==> config.mk <==
export PLATFORM = sky130hd
export DESIGN_NAME = uart_alu_interface
export DESIGN_NICKNAME = d
export VERILOG_FILES = /design/src/rtl/uart_alu_interface.sv
export SDC_FILE = /design/constraint.sdc
export NUM_CORES = 1
export LEC_CHECK = 0
export BUFFER_PORTS_ARGS = -buffer_cell sky130_fd_sc_hd__clkbuf_2
export CELL_PAD_IN_SITES_DETAIL_PLACEMENT = 0
export CELL_PAD_IN_SITES_GLOBAL_PLACEMENT = 1
export CORE_UTILIZATION = 41
export DETAILED_ROUTE_END_ITERATION = 10
export PLACE_DENSITY_LB_ADDON = 0.1
export SETUP_SLACK_MARGIN = 0.02
export SYNTH_ARGS = -nofsm -noshare
export SYNTH_HDL_FRONTEND = slang
export SYNTH_SLANG_ARGS = --single-unit
==> constraint.sdc <==
create_clock -name i_clk -period 2.45 [get_ports i_clk]
set_input_delay 0.245 -clock i_clk [delete_from_list [all_inputs] [get_ports i_clk]]
set_output_delay 0.245 -clock i_clk [all_outputs]
set_load 0.01 [all_outputs]
==> src/rtl/uart_alu_interface.sv <==
// uart_alu_interface: collects A, B and opcode bytes from UART RX,
// sends ALU result to TX. Option: UART_ALU_IF_STATUS_BYTE_EN.
module uart_alu_interface #(
    parameter int NB_DATA = 8,
    parameter int NB_OP   = 6
) (
    input  logic               i_clk,
    input  logic               i_reset,
    input  logic [NB_DATA-1:0] i_rx_data,
    input  logic               i_rx_done,
    input  logic               i_tx_done,
    input  logic [NB_DATA-1:0] i_alu_result,
    input  logic               i_alu_overflow,
    output logic [NB_DATA-1:0] o_alu_dataA,
    output logic [NB_DATA-1:0] o_alu_dataB,
    output logic [NB_OP-1:0]   o_alu_op,
    output logic [NB_DATA-1:0] o_tx_data,
    output logic               o_tx_start,
    output logic               o_busy
);

    typedef enum logic [2:0] {
        WAIT_A,
        WAIT_B,
        WAIT_OP,
        EXEC,
        TX_RES,
        WAIT_RES
`ifdef UART_ALU_IF_STATUS_BYTE_EN
        ,
        TX_STAT,
        WAIT_STAT
`endif
    } state_t;

    state_t state;

`ifdef UART_ALU_IF_STATUS_BYTE_EN
    logic ovf_q;
    logic [NB_DATA-1:0] status_byte;

    // zero flag is taken from the result still held in o_tx_data
    assign status_byte = {{(NB_DATA-2){1'b0}},
                          (o_tx_data == '0), ovf_q};
`else
    logic unused_ovf;
    assign unused_ovf = i_alu_overflow;
`endif

    always_ff @(posedge i_clk or posedge i_reset) begin
        if (i_reset) begin
            state       <= WAIT_A;
            o_alu_dataA <= '0;
            o_alu_dataB <= '0;
            o_alu_op    <= '0;
            o_tx_data   <= '0;
            o_tx_start  <= 1'b0;
            o_busy      <= 1'b0;
`ifdef UART_ALU_IF_STATUS_BYTE_EN
            ovf_q       <= 1'b0;
`endif
        end else begin
            o_tx_start <= 1'b0;
            unique case (state)
                WAIT_A: if (i_rx_done) begin
                    o_alu_dataA <= i_rx_data;
                    o_busy      <= 1'b1;
                    state       <= WAIT_B;
                end
                WAIT_B: if (i_rx_done) begin
                    o_alu_dataB <= i_rx_data;
                    state       <= WAIT_OP;
                end
                WAIT_OP: if (i_rx_done) begin
                    o_alu_op <= i_rx_data[NB_OP-1:0];
                    state    <= EXEC;
                end
                EXEC: begin
                    o_tx_data <= i_alu_result;
`ifdef UART_ALU_IF_STATUS_BYTE_EN
                    ovf_q     <= i_alu_overflow;
`endif
                    state     <= TX_RES;
                end
                TX_RES: begin
                    o_tx_start <= 1'b1;
                    state      <= WAIT_RES;
                end
                WAIT_RES: if (i_tx_done) begin
`ifdef UART_ALU_IF_STATUS_BYTE_EN
                    state  <= TX_STAT;
`else
                    o_busy <= 1'b0;
                    state  <= WAIT_A;
`endif
                end
`ifdef UART_ALU_IF_STATUS_BYTE_EN
                TX_STAT: begin
                    o_tx_data  <= status_byte;
                    o_tx_start <= 1'b1;
                    state      <= WAIT_STAT;
                end
                WAIT_STAT: if (i_tx_done) begin
                    o_busy <= 1'b0;
                    state  <= WAIT_A;
                end
`endif
                default: state <= WAIT_A;
            endcase
        end
    end

endmodule

==> flow_metrics.env, run 1 <==
export IMPL_outcome="finished clean"
export IMPL_hold_class="in -> reg"
export IMPL_drc_errors=0
export IMPL_dp_cells=181
export IMPL_fin_crit_sh_pct=69.1
export IMPL_coreArea_sq_mm=0.00315
export IMPL_cts_path_max_buffers=2
export IMPL_numCtsBuffers=5
export IMPL_peakVddDrop_mv=0.655
export IMPL_holdCritStartpoint="i_alu_result[5]"
export IMPL_clock_sinks=35
export IMPL_ant_nets=0
export IMPL_cp_arrival_ns=1.91
export IMPL_crit_type="reg -> reg"
export IMPL_instances_no_fill=190
export IMPL_yosysMostFrequentCell="dfrtp_1"
export IMPL_synth_edff_count=0
export IMPL_p_sw_uw=768
export IMPL_final_setup_skew_ns=0.00415
export IMPL_dr_pass1_iters=3
export IMPL_syn2layout_area_growth_pct=25.3
export IMPL_die_width_um=60.5
export IMPL_die_area_sq_mm=0.00367
export IMPL_clkLatencyLatePin_ns=0.32
export IMPL_synth_main_ff_cell="dfrtp_1"
export IMPL_slew_headroom_pct=56.7
export IMPL_multiInputGateArea_sq_um=495
export IMPL_cts_tree="yes"
export IMPL_place_area_sq_mm=0.00170
export IMPL_routed_wl_mm=2.40
export IMPL_cp_end_kind="flop"
export IMPL_switching_share_pct=33.8
export IMPL_path_max_fanout=11
export IMPL_worstPathRequired_ns=2.66
export IMPL_syn_num_nets=110
export IMPL_fin_area_sq_mm=0.00176
export IMPL_internal_power_mw=1.50
export IMPL_port_buffers=51
export IMPL_track_usage_pct=14.6
export IMPL_netlist_instances=89
export IMPL_cts_setup_buffers=0
export IMPL_synth_seq_cells=35
export IMPL_yosysSeqAreaShare_pct=62.3
export IMPL_final_core_util_pct=55.8
export IMPL_final_layout_size_suffix_gt1_share_pct=63.0
export IMPL_synth_cell_types=19
export IMPL_ys_top_cells_by_area="dfrtp_1 (62%), mux2_2 (24%), nor4b_4 (1.7%)"
export IMPL_p_leak_nw=0.839
export IMPL_io_pins=53
export IMPL_rsz0062_at_grt="false"
export IMPL_crit_chain="nor4b_4 > mux2_2"
export IMPL_slowest_delay_ns=0.67
export IMPL_root_buffer="clkbuf_4"
export IMPL_synth_area_leader_cell="dfrtp_1"
export IMPL_setup_viol=0
export IMPL_grt_first_pass_wirelength_mm=3.80
export IMPL_fmax_mhz=591
export IMPL_clk_pin_slew_ns=0.10
export IMPL_grt_max_degree=36
export IMPL_async_reset_ff_share_pct=100
export IMPL_setup_tns_ns=0
export IMPL_worst_path_buf_inv=0
export IMPL_overflow=0
export IMPL_hpwl_mm=1.74
export IMPL_vias_per_cell=4.78
export IMPL_routedWlPerCell_um=12.6
export IMPL_critPathSlowestCell="nor4b_4"
export IMPL_pre_cts_slack_ns=0.709
export IMPL_drv_cap=0
export IMPL_pwr_share_seq_pct=46.9
export IMPL_drv_slew=0
export IMPL_synth_common_cells="dfrtp_1 (35), mux2_2 (30), nand2b_1 (3), nor3b_1 (3)"
export IMPL_fillCellCount=300
export IMPL_num_rows=20
export IMPL_reg2reg_from="state[0]"
export IMPL_vias=908
export IMPL_drt_iter0_markers=28
export IMPL_antenna_found_initial=0
export IMPL_power_frac_clock_pct=12.5
export IMPL_comb_power_share_pct=40.6
export IMPL_yosysWarnings=0
export IMPL_p_per_area_mw_per_mm2=1290
export IMPL_die_h_um=60.5
export IMPL_num_nets_final=166
export IMPL_routabilityCongestion=0.695
export IMPL_synth_top_area_share_pct=62.3
export IMPL_tightestPinTransition_ns=0.647
export IMPL_diodes=0
export IMPL_finalHoldViolations=0
export IMPL_cts_max_level=2
export IMPL_period_needed_ns=1.69
export IMPL_cp_top_family="simple AND/OR/NAND/NOR gates"
export IMPL_setup_slack_ns=0.757
export IMPL_initial_utilization_pct=44.6
export IMPL_worstSetupStartpointType="flop"
export IMPL_synth_area_sq_mm=0.00141
export IMPL_regArea_sq_um=876
export IMPL_synth_area_per_cell_sq_um=15.8
export IMPL_grt_pass1_vias=849
export IMPL_startpoint="state[0]"
-- cell usage in the layout (no fill, tap or decap) --
| master | netlist | final |
|---|---|---|
| a211o_1 | 1 | 1 |
| o21ai_0 | 1 | 1 |
| nand3b_1 | 2 | 2 |
| or4_1 | 1 | 1 |
| mux2_2 | 30 | 30 |
| a21oi_1 | 1 | 1 |
| dfrtp_1 | 35 | 35 |
| and4bb_2 | 1 | 1 |
| nor4bb_2 | 0 | 1 |
| nor4b_1 | 1 | 1 |
| clkbuf_4 | 0 | 5 |
| buf_4 | 0 | 2 |
| nor4b_4 | 1 | 1 |
| nor3b_1 | 3 | 3 |
| a21boi_0 | 1 | 1 |
| and2_1 | 1 | 1 |
| clkbuf_2 | 0 | 51 |
| clkbuf_1 | 1 | 2 |
| nand2b_1 | 3 | 3 |
| clkinv_2 | 0 | 1 |
| inv_1 | 1 | 1 |
| dlygate4sd3_1 | 0 | 1 |
-- power groups by stage --
stage / logic (mW) / clock network [mW] / registers (mW)
global route: 1.02 / 0.318 / 1.11
detailed placement: 0.940 / 0 / 1.08
global placement: 0.924 / 0 / 1.07
floorplan: 0.544 / 0 / 1.13
finish: 0.922 / 0.284 / 1.07
CTS: 0.944 / 0.300 / 1.07
-- stage by stage --
step           hold slack, ns  total power [mW]
6_report                0.151              2.27
5_1_grt                 0.138              2.45
4_1_cts                 0.137              2.31
3_5_place_dp            0.352              2.02
3_3_place_gp            0.341              1.99
2_1_floorplan           0.396              1.68
-- layout make-up --
class,count,share of cell area (%)
Inverter,1,0.213
Timing Repair Buffer,54,15.9
Clock inverter,1,0.284
Multi-Input combinational cell,48,28.1
Sequential cell,35,49.8
Tap cell,44,3.13
Clock buffer,7,2.56
-- worst register-to-register path: stages (launching register included) --
cell	delay (ns)
dfrtp_1	0.51
nor4b_4	0.67
mux2_2	0.41
-- logic make-up after synthesis --
group / count (synthesis) / synth area share [%]
AOI/OAI and AO/OA: 4 / 1.87
buffers and inverters: 6 / 2.85
DFF: 35 / 62.3
muxes: 30 / 24.0
and+or+nand+nor: 14 / 8.90
-- timing repair --
item	4_1_cts	5_1_grt
hold buffers	1	0
hold endpoints to repair	35	0
endpoints found under the setup margin	0	0
resized for setup	0	0
-- sequential cells by signal, indices dropped and copies added (netlist names) --
register,flops
o_tx_data,8
o_alu_op,6
state,3
o_busy,1
o_tx_start,1
o_alu_dataA,8
o_alu_dataB,8
-- path summary, 6_finish.rpt --
path                             endpoint  cells after the start  slack, ns
setup / recovery           o_alu_dataA[6]                      2       0.76
hold / removal               o_tx_data[5]                      2       0.15
setup reg to reg           o_alu_dataA[6]                      2       0.76
hold reg to reg            o_alu_dataA[0]                      1       0.51
max in group asynchronous     o_alu_op[5]                      4       1.61
min in group asynchronous    o_tx_data[2]                      4       0.54
-- per-layer routing --
metal / wire (um) / track usage (%) / vias to the layer above
met3: 133 / 4.90 / 4
met1: 1060 / 16.8 / 446
met5: 0 / 0 / -
li1: - / - / 429
met2: 1180 / 24.5 / 29
met4: 29 / 6.82 / 0
Power figures use the tool's default switching activity.
==> run 2: changes to the inputs <==
Settings changed: ABC_AREA from default to 1, CORE_UTILIZATION 41 to 33.
Clock period 2.45 ns to 1.55 ns, I/O delays scaled along.
==> run 2 against run 1 <==
Worst setup slack worse by 0.47 ns. Via count is 22% higher. Sequential share of layout area is 4.0 points lower. Global-route usage is 1.3 points lower. Die area is 31% higher. Clock skew is 0.0016 ns lower. Worst hold slack worse by 0.058 ns. Total power is 78% higher. Highest routed layer unchanged. Synthesized area is 6.0% higher. Largest power group is now combinational cells. Critical path type unchanged.
==> flow_metrics.env, run 2 <==
export IMPL_clk_pin_slew_ns=0.07
export IMPL_cts_max_level=2
export IMPL_comb_power_share_pct=41.8
export IMPL_path_max_fanout=9
export IMPL_tightestPinTransition_ns=0.444
export IMPL_hold_class="in -> reg"
export IMPL_synth_cell_types=20
export IMPL_critPathSlowestCell="dfrtp_1"
export IMPL_crit_chain="inv_2 > nand3_4 > mux2_1"
export IMPL_grt_pass1_vias=1118
export IMPL_antenna_found_initial=0
export IMPL_coreArea_sq_mm=0.00435
export IMPL_synth_edff_count=0
export IMPL_internal_power_mw=2.50
export IMPL_num_nets_final=216
export IMPL_cp_end_kind="flop"
export IMPL_slowest_delay_ns=0.42
export IMPL_dr_pass1_iters=2
export IMPL_routabilityCongestion=0.729
export IMPL_dp_cells=239
export IMPL_ys_top_cells_by_area="dfrtp_1 (59%), nand2_1 (8.6%), o21ai_2 (8.2%)"
export IMPL_die_h_um=69.2
export IMPL_p_leak_nw=1.02
export IMPL_grt_max_degree=36
export IMPL_min_path_cells=2
export IMPL_clkLatencyLatePin_ns=0.27
export IMPL_rr_worst_depth=3
export IMPL_cts_setup_buffers=0
export IMPL_synth_main_ff_cell="dfrtp_1"
export IMPL_switching_share_pct=38.1
export IMPL_pwr_share_seq_pct=40.8
export IMPL_netlist_instances=136
export IMPL_final_layout_size_suffix_gt1_share_pct=44.9
export IMPL_grt_first_pass_wirelength_mm=5.04
export IMPL_yosysSeqAreaShare_pct=58.8
export IMPL_async_reset_ff_share_pct=100
export IMPL_drt_iter0_markers=44
export IMPL_final_common_cell="clkbuf_2"
export IMPL_period_needed_ns=1.26
export IMPL_yosysMostFrequentCell="dfrtp_1"
export IMPL_outcome="finished clean"
export IMPL_synth_seq_cells=35
export IMPL_crit_type="reg -> reg"
export IMPL_worstSetupStartpointType="flop"
export IMPL_track_usage_pct=13.3
export IMPL_slew_headroom_pct=70.4
export IMPL_setup_tns_ns=0
export IMPL_diodes=0
export IMPL_synth_area_per_cell_sq_um=10.9
export IMPL_drv_slew=0
export IMPL_syn_num_nets=157
export IMPL_p_per_area_mw_per_mm2=2110
export IMPL_synth_area_leader_cell="dfrtp_1"
export IMPL_fmax_mhz=792
export IMPL_hpwl_mm=2.15
export IMPL_routed_wl_mm=2.85
export IMPL_cts_path_max_buffers=2
export IMPL_routedWlPerCell_um=11.5
export IMPL_finalHoldViolations=0
export IMPL_synth_common_cells="dfrtp_1 (35), nand2_1 (34), inv_1 (15)"
export IMPL_peakVddDrop_mv=0.846
export IMPL_rsz0062_at_grt="false"
export IMPL_die_width_um=69.2
export IMPL_numCtsBuffers=5
export IMPL_ant_nets=0
export IMPL_worst_path_buf_inv=1
export IMPL_drc_errors=0
export IMPL_clock_sinks=35
export IMPL_overflow=0
export IMPL_vias=1107
export IMPL_num_rows=24
export IMPL_worstPathRequired_ns=1.71
export IMPL_instances_no_fill=248
export IMPL_cp_top_family="flip-flops"
export IMPL_setup_viol=0
export IMPL_cts_tree="yes"
export IMPL_initial_utilization_pct=34.2
export IMPL_root_buffer="clkbuf_8"
export IMPL_synth_top_area_share_pct=58.8
export IMPL_power_frac_clock_pct=17.5
export IMPL_cp_arrival_ns=1.42
export IMPL_fin_crit_sh_pct=81.4
export IMPL_syn2layout_area_growth_pct=28.5
export IMPL_crit_cells=3
export IMPL_die_area_sq_mm=0.00478
export IMPL_port_buffers=51
export IMPL_vias_per_cell=4.46
export IMPL_synth_area_sq_mm=0.00149
export IMPL_final_setup_skew_ns=0.00257
export IMPL_final_cell_mix="clkbuf_2 (51), dfrtp_1 (35), nand2_1 (33)"
export IMPL_drv_cap=0
export IMPL_yosysWarnings=0
export IMPL_p_sw_mw=1.54
export IMPL_io_pins=53
export IMPL_reg_largest_list="o_alu_dataA (8), o_alu_dataB (8), o_tx_data (8)"
[run 2: cell types whose count changed after synthesis, moves of 3 or more]
cell	previous run	this run
inv_1	1	15
nand2_1	0	34
mux2_1	0	7
nand3_2	0	3
o21ai_1	0	5
inv_2	0	3
nor2_1	0	3
o21ai_2	0	14
nor3b_1	3	0
mux2_2	30	1
nand3_1	0	3
nand2b_1	3	0
[run 2: worst paths after layout]
kind,end,startpoint,slack [ns]
min in group asynchronous,o_tx_data[6],i_reset,0.51
max in group asynchronous,state[1],i_reset,0.73
worst max-delay path,o_tx_data[4],state[2],0.29
worst min register to register,o_alu_dataA[3],o_alu_dataA[3],0.49
worst max register to register,o_tx_data[4],state[2],0.29
worst min-delay path,o_tx_data[6],i_alu_result[6],0.09
[run 2: per-layer routing]
layer	global-route usage [%]	share of wire [%]	vias up
met4	4.76	1.0	0
met3	4.07	4.6	4
li1	-	-	548
met1	15.8	45	526
met2	22.5	49	29
met5	0	0	-
[run 2: timing repair]
item | in CTS | in global routing
endpoints found under the hold margin | 35 | 0
setup endpoints to repair | 0 | 6
hold buffers | 1 | 0
resized for setup | 0 | 1
[run 2: cell families (layout without fill, tap and decap cells)]
family / after synthesis / after routing / synth area share (%)
compound gates: 24 / 24 / 11.8
buf+inv: 22 / 82 / 7.14
flops: 35 / 35 / 58.8
mux: 8 / 8 / 6.05
simple gates: 47 / 47 / 16.1
[run 2: metrics by stage]
stage / hold slack, ns / power, mW / area, sq um / util [%] / worst slack (ns)
floorplan: 0.287 / 2.77 / 1490 / - / 0.367
global placement: 0.263 / 3.32 / 1800 / 41.4 / 0.183
detailed placement: 0.264 / 3.38 / 1800 / 41.4 / 0.118
CTS: 0.0853 / 4.11 / 1910 / 43.9 / 0.121
global route: 0.0855 / 4.39 / 1910 / 43.9 / 0.150
finish: 0.0939 / 4.03 / 1910 / 43.9 / 0.288
[run 2: area by class of cell]
cell class                      instances  area [sq um]
Fill cell                             420          2440
Sequential cell                        35           876
Multi-Input combinational cell         79           509
Timing Repair Buffer                   56           295
Clock buffer                            8           100
Inverter                               18          67.6
Tap cell                               52          65.1
[run 2: power by group through the flow]
| stage | registers [mW] | clock network, mW | logic, mW |
|---|---|---|---|
| after floorplan | 1.80 | 0 | 0.969 |
| after global placement | 1.64 | 0 | 1.68 |
| after detailed placement | 1.67 | 0 | 1.71 |
| after CTS | 1.65 | 0.733 | 1.72 |
| after global routing | 1.71 | 0.774 | 1.90 |
| final | 1.64 | 0.704 | 1.68 |
